**src/rtl/cipher_dma_writer_if.sv**
```systemverilog
// Avalon-MM write-master bus used by the cipher DMA writer.
//
// Signals:
//   master_address      byte address of the current write
//   master_writedata    write data word
//   master_write        write request
//   master_waitrequest  slave stall; a write completes when it is low
//
// Modports:
//   master  driven by the DMA writer
//   slave   driven by the memory or interconnect side
interface cipher_dma_writer_if #(
  parameter int MASTER_ADDRESSWIDTH = 26,
  parameter int DATAWIDTH           = 32
);
  logic [MASTER_ADDRESSWIDTH-1:0] master_address;
  logic [DATAWIDTH-1:0]           master_writedata;
  logic                           master_write;
  logic                           master_waitrequest;

  modport master (
    output master_address,
    output master_writedata,
    output master_write,
    input  master_waitrequest
  );

  modport slave (
    input  master_address,
    input  master_writedata,
    input  master_write,
    output master_waitrequest
  );
endinterface

```
**src/rtl/cipher_dma_writer.sv**
```systemverilog
// Cipher DMA writer: buffers 64-bit cipher blocks in a small FIFO and writes
// each block to memory as two 32-bit Avalon writes (high word first).
//
// Ports:
//   clk, reset_n            clock, synchronous active-low reset
//   start                   one-cycle job start pulse (accepted in IDLE/DONE)
//   base_addr, block_count  job parameters, sampled on accepted start
//   in_valid, in_data       cipher block stream, no backpressure
//   avm                     Avalon write master (cipher_dma_writer_if.master)
//   busy, done              job in progress / job complete (level)
//   overflow                sticky: a block was dropped on a full FIFO
//   blocks_written          blocks fully written in the current job
module cipher_dma_writer #(
  parameter int MASTER_ADDRESSWIDTH = 26,
  parameter int DATAWIDTH           = 32,
  parameter int FIFO_DEPTH          = 8,
  parameter int COUNTWIDTH          = 14
) (
  input  logic                           clk,
  input  logic                           reset_n,
  input  logic                           start,
  input  logic [MASTER_ADDRESSWIDTH-1:0] base_addr,
  input  logic [COUNTWIDTH-1:0]          block_count,
  input  logic                           in_valid,
  input  logic [63:0]                    in_data,
  cipher_dma_writer_if.master            avm,
  output logic                           busy,
  output logic                           done,
  output logic                           overflow,
  output logic [COUNTWIDTH-1:0]          blocks_written
);

  localparam int PTR_W = $clog2(FIFO_DEPTH);
  localparam int CNT_W = PTR_W + 1;

  typedef enum logic [2:0] {IDLE, WAIT_DATA, WRITE_HI, WRITE_LO, DONE} state_e;

  state_e                         state_q, state_d;
  logic [63:0]                    fifo_mem_q [FIFO_DEPTH];
  logic [63:0]                    fifo_mem_d [FIFO_DEPTH];
  logic [PTR_W-1:0]               wr_ptr_q, wr_ptr_d, rd_ptr_q, rd_ptr_d;
  logic [CNT_W-1:0]               fifo_cnt_q, fifo_cnt_d;
  logic [MASTER_ADDRESSWIDTH-1:0] cur_addr_q, cur_addr_d;
  logic [COUNTWIDTH-1:0]          job_count_q, job_count_d;
  logic [COUNTWIDTH-1:0]          blocks_written_q, blocks_written_d;
  logic [MASTER_ADDRESSWIDTH-1:0] master_address_q, master_address_d;
  logic [DATAWIDTH-1:0]           master_writedata_q, master_writedata_d;
  logic                           master_write_q, master_write_d;
  logic                           busy_q, busy_d;
  logic                           done_q, done_d;
  logic                           overflow_q, overflow_d;

  logic                           fifo_full, write_ok, push, pop, accept_start;
  logic [63:0]                    head, next_head;
  logic [COUNTWIDTH-1:0]          bw_inc;
  logic [MASTER_ADDRESSWIDTH-1:0] addr_next;

  // Handshake decode and FIFO head selection. After a pop the next head is
  // the following FIFO entry, or the block arriving this very cycle when the
  // FIFO held only the block being retired, so back-to-back blocks never
  // need a WAIT_DATA bubble.
  always_comb begin
    fifo_full    = (fifo_cnt_q == CNT_W'(FIFO_DEPTH));
    write_ok     = master_write_q && !avm.master_waitrequest;
    pop          = (state_q == WRITE_LO) && write_ok;
    accept_start = start && ((state_q == IDLE) || (state_q == DONE));
    push         = in_valid && busy_q && (!fifo_full || pop);
    head         = fifo_mem_q[rd_ptr_q];
    next_head    = (fifo_cnt_q > CNT_W'(1)) ? fifo_mem_q[rd_ptr_q + PTR_W'(1)] : in_data;
    bw_inc       = blocks_written_q + COUNTWIDTH'(1);
    addr_next    = cur_addr_q + MASTER_ADDRESSWIDTH'(8);
  end

  // Next-state logic for the FIFO, the job FSM and every registered output.
  // Bus outputs default to holding, which keeps them stable under waitrequest.
  always_comb begin
    state_d            = state_q;
    fifo_mem_d         = fifo_mem_q;
    wr_ptr_d           = wr_ptr_q;
    rd_ptr_d           = rd_ptr_q;
    fifo_cnt_d         = fifo_cnt_q;
    cur_addr_d         = cur_addr_q;
    job_count_d        = job_count_q;
    blocks_written_d   = blocks_written_q;
    master_address_d   = master_address_q;
    master_writedata_d = master_writedata_q;
    master_write_d     = master_write_q;
    busy_d             = busy_q;
    done_d             = done_q;
    overflow_d         = overflow_q;

    if (push) begin
      fifo_mem_d[wr_ptr_q] = in_data;
      wr_ptr_d             = wr_ptr_q + PTR_W'(1);
    end
    if (pop) begin
      rd_ptr_d = rd_ptr_q + PTR_W'(1);
    end
    case ({push, pop})
      2'b10:   fifo_cnt_d = fifo_cnt_q + CNT_W'(1);
      2'b01:   fifo_cnt_d = fifo_cnt_q - CNT_W'(1);
      default: fifo_cnt_d = fifo_cnt_q;
    endcase
    if (in_valid && busy_q && !push) begin
      overflow_d = 1'b1;
    end

    case (state_q)
      IDLE, DONE: begin
        if (accept_start) begin
          cur_addr_d       = base_addr;
          job_count_d      = block_count;
          wr_ptr_d         = '0;
          rd_ptr_d         = '0;
          fifo_cnt_d       = '0;
          overflow_d       = 1'b0;
          blocks_written_d = '0;
          if (block_count == '0) begin
            state_d = DONE;
            busy_d  = 1'b0;
            done_d  = 1'b1;
          end else begin
            state_d = WAIT_DATA;
            busy_d  = 1'b1;
            done_d  = 1'b0;
          end
        end
      end
      WAIT_DATA: begin
        if (fifo_cnt_q != '0) begin
          state_d            = WRITE_HI;
          master_write_d     = 1'b1;
          master_address_d   = cur_addr_q;
          master_writedata_d = DATAWIDTH'(head[63:32]);
        end
      end
      WRITE_HI: begin
        if (write_ok) begin
          state_d            = WRITE_LO;
          master_address_d   = cur_addr_q + MASTER_ADDRESSWIDTH'(4);
          master_writedata_d = DATAWIDTH'(head[31:0]);
        end
      end
      WRITE_LO: begin
        if (write_ok) begin
          cur_addr_d       = addr_next;
          blocks_written_d = bw_inc;
          if (bw_inc == job_count_q) begin
            state_d        = DONE;
            master_write_d = 1'b0;
            busy_d         = 1'b0;
            done_d         = 1'b1;
          end else if ((fifo_cnt_q > CNT_W'(1)) || push) begin
            state_d            = WRITE_HI;
            master_address_d   = addr_next;
            master_writedata_d = DATAWIDTH'(next_head[63:32]);
          end else begin
            state_d        = WAIT_DATA;
            master_write_d = 1'b0;
          end
        end
      end
      default: state_d = IDLE;
    endcase
  end

  // State and control registers; reset abandons any job and drops the bus.
  always_ff @(posedge clk) begin
    if (!reset_n) begin
      state_q            <= IDLE;
      wr_ptr_q           <= '0;
      rd_ptr_q           <= '0;
      fifo_cnt_q         <= '0;
      cur_addr_q         <= '0;
      job_count_q        <= '0;
      blocks_written_q   <= '0;
      master_address_q   <= '0;
      master_writedata_q <= '0;
      master_write_q     <= 1'b0;
      busy_q             <= 1'b0;
      done_q             <= 1'b0;
      overflow_q         <= 1'b0;
    end else begin
      state_q            <= state_d;
      wr_ptr_q           <= wr_ptr_d;
      rd_ptr_q           <= rd_ptr_d;
      fifo_cnt_q         <= fifo_cnt_d;
      cur_addr_q         <= cur_addr_d;
      job_count_q        <= job_count_d;
      blocks_written_q   <= blocks_written_d;
      master_address_q   <= master_address_d;
      master_writedata_q <= master_writedata_d;
      master_write_q     <= master_write_d;
      busy_q             <= busy_d;
      done_q             <= done_d;
      overflow_q         <= overflow_d;
    end
  end

  // FIFO storage needs no reset: the pointers alone define what is valid.
  always_ff @(posedge clk) begin
    fifo_mem_q <= fifo_mem_d;
  end

  assign avm.master_address   = master_address_q;
  assign avm.master_writedata = master_writedata_q;
  assign avm.master_write     = master_write_q;
  assign busy                 = busy_q;
  assign done                 = done_q;
  assign overflow             = overflow_q;
  assign blocks_written       = blocks_written_q;

endmodule

```
**src/flat_wrapper.sv**
```systemverilog
// flat-port wrapper written by rule: the top's interface ports become plain ports
module cipher_dma_writer_flat 
#(
  parameter int MASTER_ADDRESSWIDTH = 26,
  parameter int DATAWIDTH           = 32,
  parameter int FIFO_DEPTH          = 8,
  parameter int COUNTWIDTH          = 14
)
  (clk, reset_n, start, base_addr, block_count, in_valid, in_data, busy, done, overflow, blocks_written, avm_master_address, avm_master_writedata, avm_master_write, avm_master_waitrequest);
  cipher_dma_writer_if #(.MASTER_ADDRESSWIDTH(MASTER_ADDRESSWIDTH), .DATAWIDTH(DATAWIDTH)) avm_i ();
  input  logic clk;
  input  logic reset_n;
  input  logic start;
  input  logic [MASTER_ADDRESSWIDTH-1:0] base_addr;
  input  logic [COUNTWIDTH-1:0] block_count;
  input  logic in_valid;
  input  logic [63:0] in_data;
  output logic busy;
  output logic done;
  output logic overflow;
  output logic [COUNTWIDTH-1:0] blocks_written;
  output wire logic [$bits(avm_i.master_address)-1:0] avm_master_address;
  output wire logic [$bits(avm_i.master_writedata)-1:0] avm_master_writedata;
  output wire logic [$bits(avm_i.master_write)-1:0] avm_master_write;
  input wire logic [$bits(avm_i.master_waitrequest)-1:0] avm_master_waitrequest;
  assign avm_master_address = avm_i.master_address;
  assign avm_master_writedata = avm_i.master_writedata;
  assign avm_master_write = avm_i.master_write;
  assign avm_i.master_waitrequest = avm_master_waitrequest;
  cipher_dma_writer #(.MASTER_ADDRESSWIDTH(MASTER_ADDRESSWIDTH), .DATAWIDTH(DATAWIDTH), .FIFO_DEPTH(FIFO_DEPTH), .COUNTWIDTH(COUNTWIDTH)) u_core (.clk(clk), .reset_n(reset_n), .start(start), .base_addr(base_addr), .block_count(block_count), .in_valid(in_valid), .in_data(in_data), .avm(avm_i), .busy(busy), .done(done), .overflow(overflow), .blocks_written(blocks_written));
endmodule
```
**config.mk**
```make
export PLATFORM = sky130hd
export DESIGN_NAME = cipher_dma_writer_flat
export DESIGN_NICKNAME = d
export VERILOG_FILES = /design/src/rtl/cipher_dma_writer_if.sv /design/src/rtl/cipher_dma_writer.sv /design/src/flat_wrapper.sv
export SDC_FILE = /design/constraint.sdc
export NUM_CORES = 1
export LEC_CHECK = 0
export ABC_CLOCK_PERIOD_IN_PS = 14610
export BUFFER_PORTS_ARGS = -buffer_cell sky130_fd_sc_hd__buf_4
export CAP_MARGIN = 25
export CELL_PAD_IN_SITES_DETAIL_PLACEMENT = 1
export CELL_PAD_IN_SITES_GLOBAL_PLACEMENT = 2
export CORE_MARGIN = 5
export CORE_UTILIZATION = 35
export CTS_CLUSTER_DIAMETER = 40
export DETAILED_ROUTE_END_ITERATION = 7
export GPL_TIMING_DRIVEN = 0
export PLACE_DENSITY = 0.73
export SYNTH_ARGS = -nofsm -noshare
export SYNTH_HDL_FRONTEND = slang
export SYNTH_SLANG_ARGS = --single-unit
```
**constraint.sdc**
```tcl
create_clock -name clk -period 14.61 [get_ports clk]
set_input_delay 0.7305 -clock clk [delete_from_list [all_inputs] [get_ports clk]]
set_output_delay 0.7305 -clock clk [all_outputs]
set_load 0.01 [all_outputs]
```
==> results.py <==
metrics = {
    "timing": {
        "clock.fmax_ghz": 0.251,
        "fin_skew_ps": 64.7,
        "finalSetupViolCount": 0,
        "fin_hold_ws_ps": 271,
        "tightest_slew_ps": 1130,
        "hold_viol": 0,
        "fin_crit_sh": 0.272,
        "final_max_slew_viol_count": 0,
        "post-route-min-period_ps": 3980,
        "relSlewSlack": 0.244,
        "rsz0062_at_grt": "no",
    },
    "clock_network": {
        "h-tree-depth": 3,
        "root_buffer": "clkbuf_16",
        "numCtsBuffers": 105,
        "cts.path.max_buffers": 3,
        "insertion_delay_ps": 690,
        "cts_resized": 0,
        "ctsHoldBuffers": 0,
        "cts_setup_buffers": 0,
        "cts_tree": "yes",
        "path_clk_slew_ps": 60,
        "cts_sinks": 641,
    },
    "setup_path": {
        "rr_startpoint": "u_core.rd_ptr_q[1]$_SDFF_PN0_",
        "cp.arrival_ps": 4500,
        "rr_endpoint": "u_core.avm.master_writedata[30]$_SDFFE_PN0P_",
        "rrSetupSlack_ps": 10630,
        "cp-start-kind": "flip-flop",
        "worstSetupPathType": "flip-flop to flip-flop",
        "end_kind": "flip-flop",
        "critPathMaxFanout": 10,
        "rr_worst_depth": 9,
        "required_ps": 15130,
    },
    "global_route": {
        "grtUsageMet1": 0.297,
        "grtUsageTotal": 0.227,
        "grt_max_degree": 26,
        "grt_pass1_wl_mm": 148,
        "antenna_found_initial": 11,
        "groute.layer.met3.usage": 0.0491,
        "grt.busiest_layer": "met2",
        "grt.overflow.total": 0,
        "gr-usage-met2": 0.378,
        "grt_pass1_vias": 22003,
    },
    "synthesis": {
        "yosysUniqueCellTypes": 75,
        "synth_nets": 2199,
        "synthAdderAreaFrac": 0.00480,
        "synth_compound_area_frac": 0.0918,
        "synthXorXnorAreaFrac": 0.0131,
        "ys_async_sr_fraction": 0,
        "synth_cells": 2079,
        "synth_area_leaders": "edfxtp_1 54%, mux4_2 11%, dfxtp_1 9.0%",
        "synth_edf_count": 512,
        "ys_seq_area_frac": 0.626,
        "synth.mux.area_fraction": 0.142,
        "yosys_warnings": 0,
        "synthFlopType": "edfxtp_1",
        "ys_ff_latch": 641,
        "synth.avg_cell_area_sq_um": 13.8,
        "yosysTopAreaCell": "edfxtp_1",
        "synth_top_area_frac": 0.536,
        "syn_area_sq_um": 28700,
        "synth_top_family_by_area": "multiplexers",
        "synthSimpleGateAreaFrac": 0.0955,
    },
    "final_layout": {
        "fin_area_sq_um": 36200,
        "num-fill-cells": 8400,
        "stdcell_count": 3606,
        "multi_input_area_sq_um": 10000,
        "drive_gt1_frac": 0.269,
        "syn_to_final_growth_pct": 26.1,
        "final_nets": 2562,
        "seqCellArea_sq_um": 18000,
    },
    "place": {
        "postPlaceCellArea_sq_um": 32200,
        "dpl.hpwl_mm": 71.7,
        "port_buffers": 183,
        "place.gp.congestion": 0.861,
        "dp.cells": 3404,
    },
    "detailed_routing": {
        "ant_nets": 0,
        "wl_per_cell_um": 28.0,
        "drcViolationCount": 0,
        "detail_route.vias_per_cell": 5.68,
        "first_pass_iters": 6,
        "vias": 20499,
        "drt_iter0_markers": 1836,
        "wl_mm": 101,
    },
    "pwr": {
        "p_leak_nw": 11.9,
        "pwr_density_cell_nw_per_um2": 139,
        "peakVddDrop_uv": 102,
    },
    "floorplan": {
        "die_x_um": 296,
        "fp.dieH_um": 296,
        "io_pins": 185,
        "rows": 105,
        "die-area_sq_um": 87800,
        "initial_core_util": 0.351,
        "core_area_sq_um": 81700,
    },
    "min_path": {
        "hp-start": "in_data[11]",
        "min_path_type": "input port to flip-flop",
        "hold_path_depth": 1,
        "hold-path-endpoint": "u_core.fifo_mem_q[75]$_DFFE_PP_",
    },
    "outcome": {
        "outcome": "complete, no violations",
    },
    "run": {
        "cap_violations": 0,
    },
}
-- layer usage --
metal	wire length [um]	up-vias	share of wire
li1	-	8897	-
met1	42100	10607	0.42
met2	48700	773	0.48
met3	7090	212	0.070
met4	3090	10	0.031
met5	60	-	0.00059
-- cells by family after synthesis --
| family | count (synthesis) |
|---|---|
| buffers and inverters | 169 |
| AO/OA/AOI/OAI | 393 |
| flip-flops | 641 |
| AND/OR/NAND/NOR | 589 |
| XOR/XNOR | 43 |
| adder cells (fa/ha/maj) | 11 |
| multiplexers | 233 |
-- layout make-up --
type | instances | share of cell area
multi-input cells | 1269 | 0.277
well taps | 1070 | 0.0370
repair buffers | 256 | 0.0596
plain buffers | 154 | 0.0195
clock inverters | 79 | 0.0331
flip-flops and latches | 641 | 0.497
clock buffers | 118 | 0.0757
diodes | 4 | 0.000277
inverters | 15 | 0.00156
-- registers in the layout, indices dropped and copies added, names as in the netlist, 3 cells and up --
name,count
u_core.avm.master_address,26
u_core.avm.master_writedata,32
u_core.blocks_written,14
u_core.cur_addr_q,26
u_core.fifo_cnt_q,4
u_core.fifo_mem_q,512
u_core.job_count_q,14
u_core.rd_ptr_q,3
u_core.state_q,3
u_core.wr_ptr_q,3
-- critical path: stages, from the launching register on --
cell,delay (ps)
dfxtp_1,330
buf_2,340
buf_2,440
buf_2,440
buf_1,750
mux4_2,410
mux2i_1,460
o211ai_1,220
nor3_1,360
nor3_1,70
-- layout by cell type, fill, tap and decap left out, drive strengths merged, types with 54 or more instances in the layout --
master	netlist	layout
a21oi	136	136
buf	78	334
clkbuf	76	194
dfxtp	129	129
edfxtp	512	512
mux2i	84	84
mux4	138	138
nand2	233	233
nor2	132	132
nor3	54	54
o21ai	60	60
-- report_power, final --
group          internal, mW  total [mW]  switching (mW)
clock network          1.76        2.72           0.961
registers              2.01        2.04          0.0289
logic                 0.102       0.281           0.179
total                  3.87        5.04            1.17
-- worst max path at each step --
stage                                   start                                            to  slack (ps)  cells past startpoint
6_report        u_core.rd_ptr_q[1]$_SDFF_PN0_  u_core.avm.master_writedata[30]$_SDFFE_PN0P_       10630                      9
5_1_grt         u_core.rd_ptr_q[1]$_SDFF_PN0_  u_core.avm.master_writedata[27]$_SDFFE_PN0P_       10520                      9
3_3_place_gp           avm_master_waitrequest              u_core.fifo_mem_q[329]$_DFFE_PP_       -2450                      7
2_1_floorplan          avm_master_waitrequest              u_core.fifo_mem_q[320]$_DFFE_PP_        5850                      6
3_5_place_dp           avm_master_waitrequest               u_core.fifo_mem_q[15]$_DFFE_PP_       10560                     11
4_1_cts        u_core.state_q[2]$_SDFFE_PN0P_              u_core.fifo_mem_q[387]$_DFFE_PP_       10690                     14
-- cell usage after synthesis, drive strengths merged, types with 11 or more instances --
library cell and count:
o211ai 23, o21ai 60, o2111ai 21, mux2 11, a211oi 42, xor2 24, edfxtp 512, nor3 54
inv 15, a21oi 136, ha 11, clkbuf 76, a2111oi 13, a31oi 11, mux4 138, nand4 27
mux2i 84, nor2b 35, dfxtp 129, buf 78, a32oi 15, nand3 50, nor2 132, nand2 233
xnor2 19
-- through the flow --
step	setup TNS, ps	utilization	total power, mW	setup WS (ps)
after floorplan	0	-	2.21	5850
after global placement	-256740	0.384	2.35	-2450
after detailed placement	0	0.394	2.36	10560
after CTS	0	0.442	5.09	10690
after global routing	0	0.443	5.21	10520
final	0	0.443	5.04	10630
(Power assumes the default switching activity.)
